===== config.mk =====
export PLATFORM = sky130hd
export DESIGN_NAME = dmem_arbiter_flat
export DESIGN_NICKNAME = d
export VERILOG_FILES = /design/src/rtl/dmem_arb_pkg.sv /design/src/rtl/dmem_arbiter_if.sv /design/src/rtl/arb_starve_cnt.sv /design/src/rtl/dmem_arbiter.sv /design/src/flat_wrapper.sv
export SDC_FILE = /design/constraint.sdc
export NUM_CORES = 1
export LEC_CHECK = 0
export BUFFER_PORTS_ARGS = -buffer_cell sky130_fd_sc_hd__buf_2
export CORE_AREA = 2 2 115 117
export CTS_CLUSTER_SIZE = 8
export DETAILED_ROUTE_END_ITERATION = 7
export DIE_AREA = 0 0 117 119
export MAX_ROUTING_LAYER = met4
export PLACE_DENSITY = 0.59
export SETUP_SLACK_MARGIN = 0.02
export SLEW_MARGIN = 40
export SYNTH_ARGS = -nofsm -noshare
export SYNTH_HDL_FRONTEND = slang
export SYNTH_SLANG_ARGS = --single-unit

===== constraint.sdc =====
create_clock -name clk -period 4.45 [get_ports clk]
set_clock_uncertainty 0.1 [all_clocks]
set_input_delay 0.2225 -clock clk [delete_from_list [all_inputs] [get_ports clk]]
set_output_delay 0.2225 -clock clk [all_outputs]
set_load 0.1 [all_outputs]

===== src/rtl/dmem_arb_pkg.sv =====
// dmem_arb_pkg: shared definitions for the data-memory arbiter.
// Holds the arbiter state encoding and the counter width helpers used by
// dmem_arbiter and arb_starve_cnt.
package dmem_arb_pkg;

   typedef enum logic {
      ARB      = 1'b0,
      DMA_LOCK = 1'b1
   } arb_state_e;

   localparam int PERF_W = 32;

   // Width of the burst beat counter; it only ever holds 0..BURST_MAX-1.
   // It is kept at least 1 bit wide so BURST_MAX=1 still gives a legal vector.
   function automatic int beat_cnt_w(input int burst_max);
      return (burst_max < 2) ? 1 : $clog2(burst_max);
   endfunction

   // Width of the starvation counter, which must be able to hold STARVE_MAX itself.
   function automatic int starve_cnt_w(input int starve_max);
      return $clog2(starve_max + 1);
   endfunction

endpackage


===== src/rtl/dmem_arbiter_if.sv =====
// dmem_arbiter_if: CPU, DMA and memory-side signals of the data-memory arbiter.
// The slave modport is the arbiter's view.
// The master modport is the surrounding system: pipeline, DMA engine and datamemory.
interface dmem_arbiter_if #(
   parameter int ADDR_W = 32,
   parameter int DATA_W = 32
);
   logic              cpu_req;
   logic              cpu_we;
   logic [ADDR_W-1:0] cpu_addr;
   logic [DATA_W-1:0] cpu_wdata;
   logic [DATA_W-1:0] cpu_rdata;
   logic              cpu_stall;

   logic              dma_req;
   logic              dma_we;
   logic              dma_last;
   logic [ADDR_W-1:0] dma_addr;
   logic [DATA_W-1:0] dma_wdata;
   logic              dma_ack;
   logic              dma_rvalid;
   logic [DATA_W-1:0] dma_rdata;

   logic [ADDR_W-1:0] mem_addr;
   logic [DATA_W-1:0] mem_wdata;
   logic              mem_read;
   logic              mem_write;
   logic [DATA_W-1:0] mem_rdata;

   modport slave (
      input  cpu_req, cpu_we, cpu_addr, cpu_wdata,
      output cpu_rdata, cpu_stall,
      input  dma_req, dma_we, dma_last, dma_addr, dma_wdata,
      output dma_ack, dma_rvalid, dma_rdata,
      output mem_addr, mem_wdata, mem_read, mem_write,
      input  mem_rdata
   );

   modport master (
      output cpu_req, cpu_we, cpu_addr, cpu_wdata,
      input  cpu_rdata, cpu_stall,
      output dma_req, dma_we, dma_last, dma_addr, dma_wdata,
      input  dma_ack, dma_rvalid, dma_rdata,
      input  mem_addr, mem_wdata, mem_read, mem_write,
      output mem_rdata
   );

endinterface


===== src/rtl/arb_starve_cnt.sv =====
// arb_starve_cnt: saturating up-counter with increment, clear and at-max flag.
// It serves as the DMA starvation counter and as the optional performance counters.
module arb_starve_cnt
   import dmem_arb_pkg::*;
#(
   parameter int               WIDTH = 4,
   parameter logic [WIDTH-1:0] MAX   = '1
) (
   input  logic             clk,
   input  logic             rst,
   input  logic             inc,
   input  logic             clr,
   output logic [WIDTH-1:0] cnt,
   output logic             at_max
);

   assign at_max = (cnt == MAX);

   // Count up on inc and stick at MAX. Clear takes priority over increment.
   always_ff @(posedge clk) begin
      if (!rst) begin
         cnt <= '0;
      end else if (clr) begin
         cnt <= '0;
      end else if (inc && !at_max) begin
         cnt <= cnt + WIDTH'(1);
      end
   end

endmodule


===== src/rtl/dmem_arbiter.sv =====
// dmem_arbiter: shares the single-port data memory between the MEM stage (CPU)
// and a DMA port.
// The CPU has default priority. The DMA gets a forced grant after STARVE_MAX
// denied cycles, and bursts of up to BURST_MAX locked beats.
// Optional macro DMEM_ARB_PERF_EN adds the perf_cpu_stall and perf_dma_beats counters.
module dmem_arbiter
   import dmem_arb_pkg::*;
#(
   parameter int ADDR_W     = 32,
   parameter int DATA_W     = 32,
   parameter int BURST_MAX  = 8,
   parameter int STARVE_MAX = 4
) (
   input  logic               clk,
   input  logic               rst,
   dmem_arbiter_if.slave      bus
`ifdef DMEM_ARB_PERF_EN
   ,
   output logic [PERF_W-1:0]  perf_cpu_stall,
   output logic [PERF_W-1:0]  perf_dma_beats
`endif
);

   localparam int            BW        = beat_cnt_w(BURST_MAX);
   localparam int            SW        = starve_cnt_w(STARVE_MAX);
   localparam logic [BW-1:0] BEAT_LAST = BW'(BURST_MAX - 1);
   localparam logic [SW-1:0] STARVE_LIM = SW'(STARVE_MAX);
   localparam logic          CAN_LOCK  = (BURST_MAX > 1);

   arb_state_e        state, state_nxt;
   logic [BW-1:0]     beat_cnt, beat_nxt;
   logic [SW-1:0]     starve_cnt;
   logic              starve_sat_unused;
   logic              gnt_cpu, gnt_dma;
   logic              cpu_stall_c;
   logic              dma_rd_gnt;
   logic [ADDR_W-1:0] mem_addr_c;
   logic [DATA_W-1:0] mem_wdata_c;
   logic [DATA_W-1:0] dma_rdata_q;
   logic              dma_rvalid_q;

   // Counts consecutive cycles in which the DMA asked and was refused.
   arb_starve_cnt #(.WIDTH(SW), .MAX(STARVE_LIM)) u_starve (
      .clk   (clk),
      .rst   (rst),
      .inc   (bus.dma_req & ~gnt_dma),
      .clr   (gnt_dma | ~bus.dma_req),
      .cnt   (starve_cnt),
      .at_max(starve_sat_unused)
   );

   // State register. A burst in flight is dropped by reset.
   always_ff @(posedge clk) begin
      if (!rst) begin
         state    <= ARB;
         beat_cnt <= '0;
      end else begin
         state    <= state_nxt;
         beat_cnt <= beat_nxt;
      end
   end

   // Grant decision and burst tracking. Nothing is granted while reset is held.
   always_comb begin
      state_nxt = state;
      beat_nxt  = beat_cnt;
      gnt_cpu   = 1'b0;
      gnt_dma   = 1'b0;
      if (rst) begin
         case (state)
            ARB: begin
               gnt_dma = bus.dma_req & (~bus.cpu_req | (starve_cnt == STARVE_LIM));
               gnt_cpu = bus.cpu_req & ~gnt_dma;
               if (gnt_dma && !bus.dma_last && CAN_LOCK) begin
                  state_nxt = DMA_LOCK;
                  beat_nxt  = BW'(1);
               end
            end
            DMA_LOCK: begin
               gnt_dma = bus.dma_req;
               if (!bus.dma_req || bus.dma_last || beat_cnt == BEAT_LAST) begin
                  state_nxt = ARB;
                  beat_nxt  = '0;
               end else begin
                  beat_nxt = beat_cnt + BW'(1);
               end
            end
         endcase
      end
   end

   // Memory steering. With no grant the CPU's address and data pass through, strobes stay low.
   always_comb begin
      mem_addr_c    = bus.cpu_addr;
      mem_wdata_c   = bus.cpu_wdata;
      bus.mem_read  = gnt_cpu & ~bus.cpu_we;
      bus.mem_write = gnt_cpu & bus.cpu_we;
      if (gnt_dma) begin
         mem_addr_c    = bus.dma_addr;
         mem_wdata_c   = bus.dma_wdata;
         bus.mem_read  = ~bus.dma_we;
         bus.mem_write = bus.dma_we;
      end
   end

   assign bus.mem_addr   = mem_addr_c;
   assign bus.mem_wdata  = mem_wdata_c;
   assign cpu_stall_c    = rst & bus.cpu_req & ~gnt_cpu;
   assign bus.cpu_stall  = cpu_stall_c;
   assign bus.cpu_rdata  = bus.mem_rdata;
   assign bus.dma_ack    = gnt_dma;
   assign dma_rd_gnt     = gnt_dma & ~bus.dma_we;
   assign bus.dma_rvalid = dma_rvalid_q;
   assign bus.dma_rdata  = dma_rdata_q;

   // DMA read data is captured one cycle after its beat is accepted.
   always_ff @(posedge clk) begin
      if (!rst) begin
         dma_rvalid_q <= 1'b0;
         dma_rdata_q  <= '0;
      end else begin
         dma_rvalid_q <= dma_rd_gnt;
         if (dma_rd_gnt) begin
            dma_rdata_q <= bus.mem_rdata;
         end
      end
   end

`ifdef DMEM_ARB_PERF_EN
   logic stall_sat_unused;
   logic beats_sat_unused;

   // Stall-cycle counter, saturating at all-ones.
   arb_starve_cnt #(.WIDTH(PERF_W)) u_perf_stall (
      .clk   (clk),
      .rst   (rst),
      .inc   (cpu_stall_c),
      .clr   (1'b0),
      .cnt   (perf_cpu_stall),
      .at_max(stall_sat_unused)
   );

   // Accepted-DMA-beat counter, saturating at all-ones.
   arb_starve_cnt #(.WIDTH(PERF_W)) u_perf_beats (
      .clk   (clk),
      .rst   (rst),
      .inc   (gnt_dma),
      .clr   (1'b0),
      .cnt   (perf_dma_beats),
      .at_max(beats_sat_unused)
   );
`endif

endmodule


===== src/flat_wrapper.sv =====
// flat-port wrapper written by rule: the top's interface ports become plain ports
module dmem_arbiter_flat import dmem_arb_pkg::*;
#(
   parameter int ADDR_W     = 32,
   parameter int DATA_W     = 32,
   parameter int BURST_MAX  = 8,
   parameter int STARVE_MAX = 4
)
  (clk, rst, bus_cpu_req, bus_cpu_we, bus_cpu_addr, bus_cpu_wdata, bus_cpu_rdata, bus_cpu_stall, bus_dma_req, bus_dma_we, bus_dma_last, bus_dma_addr, bus_dma_wdata, bus_dma_ack, bus_dma_rvalid, bus_dma_rdata, bus_mem_addr, bus_mem_wdata, bus_mem_read, bus_mem_write, bus_mem_rdata);
  dmem_arbiter_if #(.ADDR_W(ADDR_W), .DATA_W(DATA_W)) bus_i ();
  input  logic clk;
  input  logic rst;
  input wire logic [$bits(bus_i.cpu_req)-1:0] bus_cpu_req;
  input wire logic [$bits(bus_i.cpu_we)-1:0] bus_cpu_we;
  input wire logic [$bits(bus_i.cpu_addr)-1:0] bus_cpu_addr;
  input wire logic [$bits(bus_i.cpu_wdata)-1:0] bus_cpu_wdata;
  output wire logic [$bits(bus_i.cpu_rdata)-1:0] bus_cpu_rdata;
  output wire logic [$bits(bus_i.cpu_stall)-1:0] bus_cpu_stall;
  input wire logic [$bits(bus_i.dma_req)-1:0] bus_dma_req;
  input wire logic [$bits(bus_i.dma_we)-1:0] bus_dma_we;
  input wire logic [$bits(bus_i.dma_last)-1:0] bus_dma_last;
  input wire logic [$bits(bus_i.dma_addr)-1:0] bus_dma_addr;
  input wire logic [$bits(bus_i.dma_wdata)-1:0] bus_dma_wdata;
  output wire logic [$bits(bus_i.dma_ack)-1:0] bus_dma_ack;
  output wire logic [$bits(bus_i.dma_rvalid)-1:0] bus_dma_rvalid;
  output wire logic [$bits(bus_i.dma_rdata)-1:0] bus_dma_rdata;
  output wire logic [$bits(bus_i.mem_addr)-1:0] bus_mem_addr;
  output wire logic [$bits(bus_i.mem_wdata)-1:0] bus_mem_wdata;
  output wire logic [$bits(bus_i.mem_read)-1:0] bus_mem_read;
  output wire logic [$bits(bus_i.mem_write)-1:0] bus_mem_write;
  input wire logic [$bits(bus_i.mem_rdata)-1:0] bus_mem_rdata;
  assign bus_i.cpu_req = bus_cpu_req;
  assign bus_i.cpu_we = bus_cpu_we;
  assign bus_i.cpu_addr = bus_cpu_addr;
  assign bus_i.cpu_wdata = bus_cpu_wdata;
  assign bus_cpu_rdata = bus_i.cpu_rdata;
  assign bus_cpu_stall = bus_i.cpu_stall;
  assign bus_i.dma_req = bus_dma_req;
  assign bus_i.dma_we = bus_dma_we;
  assign bus_i.dma_last = bus_dma_last;
  assign bus_i.dma_addr = bus_dma_addr;
  assign bus_i.dma_wdata = bus_dma_wdata;
  assign bus_dma_ack = bus_i.dma_ack;
  assign bus_dma_rvalid = bus_i.dma_rvalid;
  assign bus_dma_rdata = bus_i.dma_rdata;
  assign bus_mem_addr = bus_i.mem_addr;
  assign bus_mem_wdata = bus_i.mem_wdata;
  assign bus_mem_read = bus_i.mem_read;
  assign bus_mem_write = bus_i.mem_write;
  assign bus_i.mem_rdata = bus_mem_rdata;
  dmem_arbiter #(.ADDR_W(ADDR_W), .DATA_W(DATA_W), .BURST_MAX(BURST_MAX), .STARVE_MAX(STARVE_MAX)) u_core (.clk(clk), .rst(rst), .bus(bus_i));
endmodule

==> results.md <==
- Counting instances, the worst hold path has a depth of 3.
- In this run the remaining antenna-violating nets after routing total 0.
- After detailed routing, the average wire length per cell comes to 13.0 um.
- The number of clock sinks seen by CTS is 40.
- Summing over every cut layer, the via total after detailed routing is 2,871.
- The maximum ir drop on the vdd rail is 0.198 mV.
- The placeable core region is 12,900 sq um.
- The die area is 13,900 sq um.
- Adding up every negative setup slack in the final design gives 0 ns.
- The startpoint identified for the worst register-to-register timing path is u_core.u_starve.cnt[0]$_SDFFE_PP0P_.
- The slowest stage cell on the critical path is sky130_fd_sc_hd__a21oi_4.
- The synthesized design contains 40 register bits.
- The arrival time reported for the critical path endpoint is 2.75 ns.
- The cell area after synthesis is 2860 sq um.
- The number of global-route vias before repair is 2,590.
- The register-to-register setup slack is 2.32 ns.
- The DRC violation count after routing is 0.
- The clock edge transition at the registers on the reported setup and hold paths is 0.06 ns.
- The relative max-transition margin is 0.496.
- The setup fix buffers added after clock tree synthesis is 0.
- The critical path goes through inv_1, ha_1, nand2_1, a21oi_4, buf_12, mux2_2, buf_2.
- Averaged over all synthesized cells, the footprint is 9.88 sq um.
- Hold repair after CTS inserted 0 buffers.
- The worst min-delay path class is in2reg.
- The delay contributed by the slowest stage of the critical path is 0.63 ns.
- Of the total power, the share spent switching nets is 0.506.
- The post-route standard cell area excluding fillers is 4380 sq um.
- The reported max-cap violation count is 0.
- Setup repair after global routing left no endpoint under its margin.
- The number of gates resized after cts is 0.
- The clock period minus final worst setup slack is 3.07 ns.
- The CTS tree is done.
- For hold timing, the worst endpoint is u_core.bus.dma_rdata[22]$_SDFFE_PN0P_.
- The synthesized netlist net count is 461.
- The final count of pins violating max slew is 0.
- The maximum clock frequency is 325 MHz.
- After the last flow step, the layout net total stands at 723.
- In this run the worst path has a maximum fanout of 52.
- The area added between synthesis and finish is 53.0%.
- The number of antenna violations at the first check in global routing is 2.
- The quantity of I/O buffers inserted on ports is 299.
- From bottom edge to top edge, the die measures 119 um.
- The count of final hold-check violations is 0.
- The number of buffers created by CTS is 5.
- The setup path with the least slack is of type reg2out.
- The sequential cell area fraction in the yosys report is 0.280.
- The number of levels in the clock H-tree is 2.
- The share of total power dissipated in sequential elements is 0.246.
- The initialized floorplan defines 42 standard-cell rows.
- For the worst setup path, the data required time is 4.13 ns.
- The longest clock path from root to sink contains 2 buffers.
- The first global-routing pass estimated 13.3 mm of wire.
- The post-route fraction of the period consumed by the critical path is 0.691.
- Summed over all cells, the static leakage comes to 0.00261 uW.
- Summed over all layers, the global routing overflow is 0.
- Clock latency on the worst-skew pair, taken at its later pin, is 0.28 ns.
- The cell at the root of the clock tree is sky130_fd_sc_hd__clkbuf_16.
- The layout filler cell count is 1,372.
- For this configuration, the core starts out at a cell density of 0.222.
- The post-detailed-placement cell area is 4230 sq um.
- Entering global routing, the biggest net connects 53 pins.
- At the end of routability-driven placement, the weighted congestion stood at 0.893.
- Setup violations remaining at the end of the flow were counted as 0.
- For this design the top-level I/O count stands at 300.
- The global-route usage over all layers is 0.127.
- The run finished with clean final reports.
- The violation count after the first detailed-route iteration is 102.
- The share of post-route cells with drive strength above 1 is 0.680.
- In this run the critical register-to-register path is captured at u_core.state$_SDFF_PN0_.
- The clock network fraction of design power is 0.238.
- Summed over all nets, the half-perimeter wirelength after detailed placement is 7.98 mm.
- The floorplan step set the die width to 117 um.
- In this run the power spent charging and discharging nets is 777 uW.
- The warning count from the yosys run is 0.
- For the pin with the worst max-slew slack, the measured transition is 0.754 ns.
- The count of TritonRoute iterations in the first routing pass is 4.
- In this run, distinct cell masters in the synthesized netlist total 28.
- Dividing the detail-routed via count by the number of cells gives 3.93.
- The final layout contains routed wiring with a total length of 9.48 mm.
- STA classifies the critical path startpoint as a flop.
- The worst setup path is captured at an output port.
- The part of the power in combinational logic is 0.516.
- The worst-case reg-to-reg path depth is 6.
- The multi-input combinational cells in the finished layout cover a total of 1530 sq um.
- The power density normalized to cell area is 351 nW/um^2.
- In the final layout, flip-flops and latches occupy 801 sq um.
- In this run the most critical hold path is launched from bus_mem_rdata[22].
- The internal portion of the total power is 759 uW.
- The post-synthesis cell count is 290.
==> cell usage after synthesis <==
cell                        number  area share
sky130_fd_sc_hd__nand3_1         2      0.0035
sky130_fd_sc_hd__nor3_1          1      0.0017
sky130_fd_sc_hd__nor2_1          1      0.0013
sky130_fd_sc_hd__mux2_2         37        0.15
sky130_fd_sc_hd__a32o_1          2      0.0070
sky130_fd_sc_hd__nor4_1          2      0.0044
sky130_fd_sc_hd__a21bo_2         1      0.0035
sky130_fd_sc_hd__and4_1          1      0.0031
sky130_fd_sc_hd__inv_1          39       0.051
sky130_fd_sc_hd__o2bb2ai_1       2      0.0061
sky130_fd_sc_hd__dfxtp_1        40        0.28
sky130_fd_sc_hd__buf_4          37       0.097
sky130_fd_sc_hd__clkbuf_1        3      0.0039
sky130_fd_sc_hd__nor2b_1         2      0.0044
sky130_fd_sc_hd__mux2_4         27        0.14
sky130_fd_sc_hd__o211ai_1        1      0.0026
sky130_fd_sc_hd__nand2b_1        1      0.0022
sky130_fd_sc_hd__a21oi_1         3      0.0052
sky130_fd_sc_hd__buf_12          2       0.014
sky130_fd_sc_hd__ha_1            4       0.017
sky130_fd_sc_hd__buf_6           4       0.016
sky130_fd_sc_hd__nand2_1        38       0.050
sky130_fd_sc_hd__o21ai_0         1      0.0017
sky130_fd_sc_hd__and2_1          3      0.0066
sky130_fd_sc_hd__mux2i_1        33        0.12
sky130_fd_sc_hd__buf_8           1      0.0052
sky130_fd_sc_hd__a21oi_4         1      0.0057
sky130_fd_sc_hd__nor2b_4         1      0.0048
==> sequential cells by signal, summed over array words and instances, names as in the netlist <==
name / count
u_core.state: 1
u_core.bus.dma_rdata: 32
u_core.beat_cnt: 3
u_core.bus.dma_rvalid: 1
u_core.u_starve.cnt: 3
==> worst max-delay path: cells and delay by family, from the launching register on <==
family                   cells  cell delay (ns)
AO/OA/AOI/OAI                1             0.63
adder cells (fa/ha/maj)      1             0.23
buffers and inverters        3             0.73
flip-flops                   1             0.33
multiplexers                 1             0.40
AND/OR/NAND/NOR              1             0.13
==> power by group through the flow <==
stage               registers (uW)  clock network [uW]  logic, uW
floorplan                      471                   0        585
global placement               386                   0        795
detailed placement             386                   0        796
CTS                            378                 382        797
global route                   379                 396        821
finish                         378                 366        793
==> cells by family (layout without fill, tap and decap cells) <==
| family | count (synthesis) | in the layout | share of synthesized area |
|---|---|---|---|
| mux | 97 | 97 | 0.402 |
| buf+inv | 86 | 349 | 0.187 |
| simple gates | 52 | 52 | 0.0817 |
| flops | 40 | 40 | 0.280 |
| compound gates | 11 | 11 | 0.0319 |
| fa+ha+maj | 4 | 4 | 0.0175 |
| other cells | 0 | 2 | 0 |
==> final cells by class <==
| type | instances | area share |
|---|---|---|
| diodes | 2 | 0.00114 |
| inverters | 39 | 0.0334 |
| flip-flops and latches | 40 | 0.183 |
| clock inverters | 1 | 0.00171 |
| well taps | 176 | 0.0503 |
| repair buffers | 302 | 0.350 |
| multi-input cells | 164 | 0.349 |
| clock buffers | 7 | 0.0326 |
==> per-layer routing <==
metal | global-route usage | wire length (um) | part of all wire | vias up
met5 | - | 0 | 0 | -
met4 | 0.0235 | 106 | 0.011 | 0
met3 | 0.0351 | 830 | 0.088 | 11
met2 | 0.206 | 4330 | 0.46 | 146
met1 | 0.160 | 4210 | 0.44 | 1268
li1 | - | - | - | 1446
==> through the flow <==
| step | std cells | power [uW] | hold slack, ns | util | setup WS (ns) |
|---|---|---|---|---|---|
| finish | 731 | 1540 | 0.0776 | 0.340 | 1.38 |
| detailed placement | 721 | 1180 | 0.349 | 0.328 | 1.48 |
| CTS | 729 | 1560 | 0.0719 | 0.340 | 1.32 |
| floorplan | 290 | 1060 | 0.247 | - | 1.22 |
| global placement | 721 | 1180 | 0.344 | 0.328 | 1.51 |
| global route | 731 | 1600 | 0.0821 | 0.340 | 1.24 |
==> how the worst max path moves through the flow <==
| stage | from | endpoint | slack [ns] | depth (start not counted) |
|---|---|---|---|---|
| 2_1_floorplan | u_core.u_starve.cnt[0]$_SDFFE_PP0P_ | bus_mem_read | 1.22 | 5 |
| 3_3_place_gp | rst | bus_mem_addr[7] | 1.51 | 7 |
| 3_5_place_dp | rst | bus_mem_addr[7] | 1.48 | 7 |
| 4_1_cts | u_core.u_starve.cnt[0]$_SDFFE_PP0P_ | bus_mem_addr[7] | 1.32 | 7 |
| 5_1_grt | u_core.u_starve.cnt[0]$_SDFFE_PP0P_ | bus_mem_addr[7] | 1.24 | 7 |
| 6_report | u_core.u_starve.cnt[0]$_SDFFE_PP0P_ | bus_mem_addr[7] | 1.38 | 7 |
==> placed cells by master, fill, tap and decap left out, types with 2 or more instances in the layout <==
master | Yosys | routed
sky130_fd_sc_hd__inv_1 | 39 | 39
sky130_fd_sc_hd__ha_1 | 4 | 4
sky130_fd_sc_hd__clkbuf_16 | 0 | 5
sky130_fd_sc_hd__nor4_1 | 2 | 2
sky130_fd_sc_hd__mux2i_1 | 33 | 33
sky130_fd_sc_hd__nand3_1 | 2 | 2
sky130_fd_sc_hd__a21oi_1 | 3 | 3
sky130_fd_sc_hd__diode_2 | 0 | 2
sky130_fd_sc_hd__buf_2 | 0 | 299
sky130_fd_sc_hd__nor2b_1 | 2 | 2
sky130_fd_sc_hd__mux2_4 | 27 | 27
sky130_fd_sc_hd__o2bb2ai_1 | 2 | 2
sky130_fd_sc_hd__and2_1 | 3 | 3
sky130_fd_sc_hd__buf_4 | 37 | 2
sky130_fd_sc_hd__dfxtp_1 | 40 | 40
sky130_fd_sc_hd__nand2_1 | 38 | 38
sky130_fd_sc_hd__mux2_2 | 37 | 37
sky130_fd_sc_hd__a32o_1 | 2 | 2
Power figures use the tool's default switching activity.
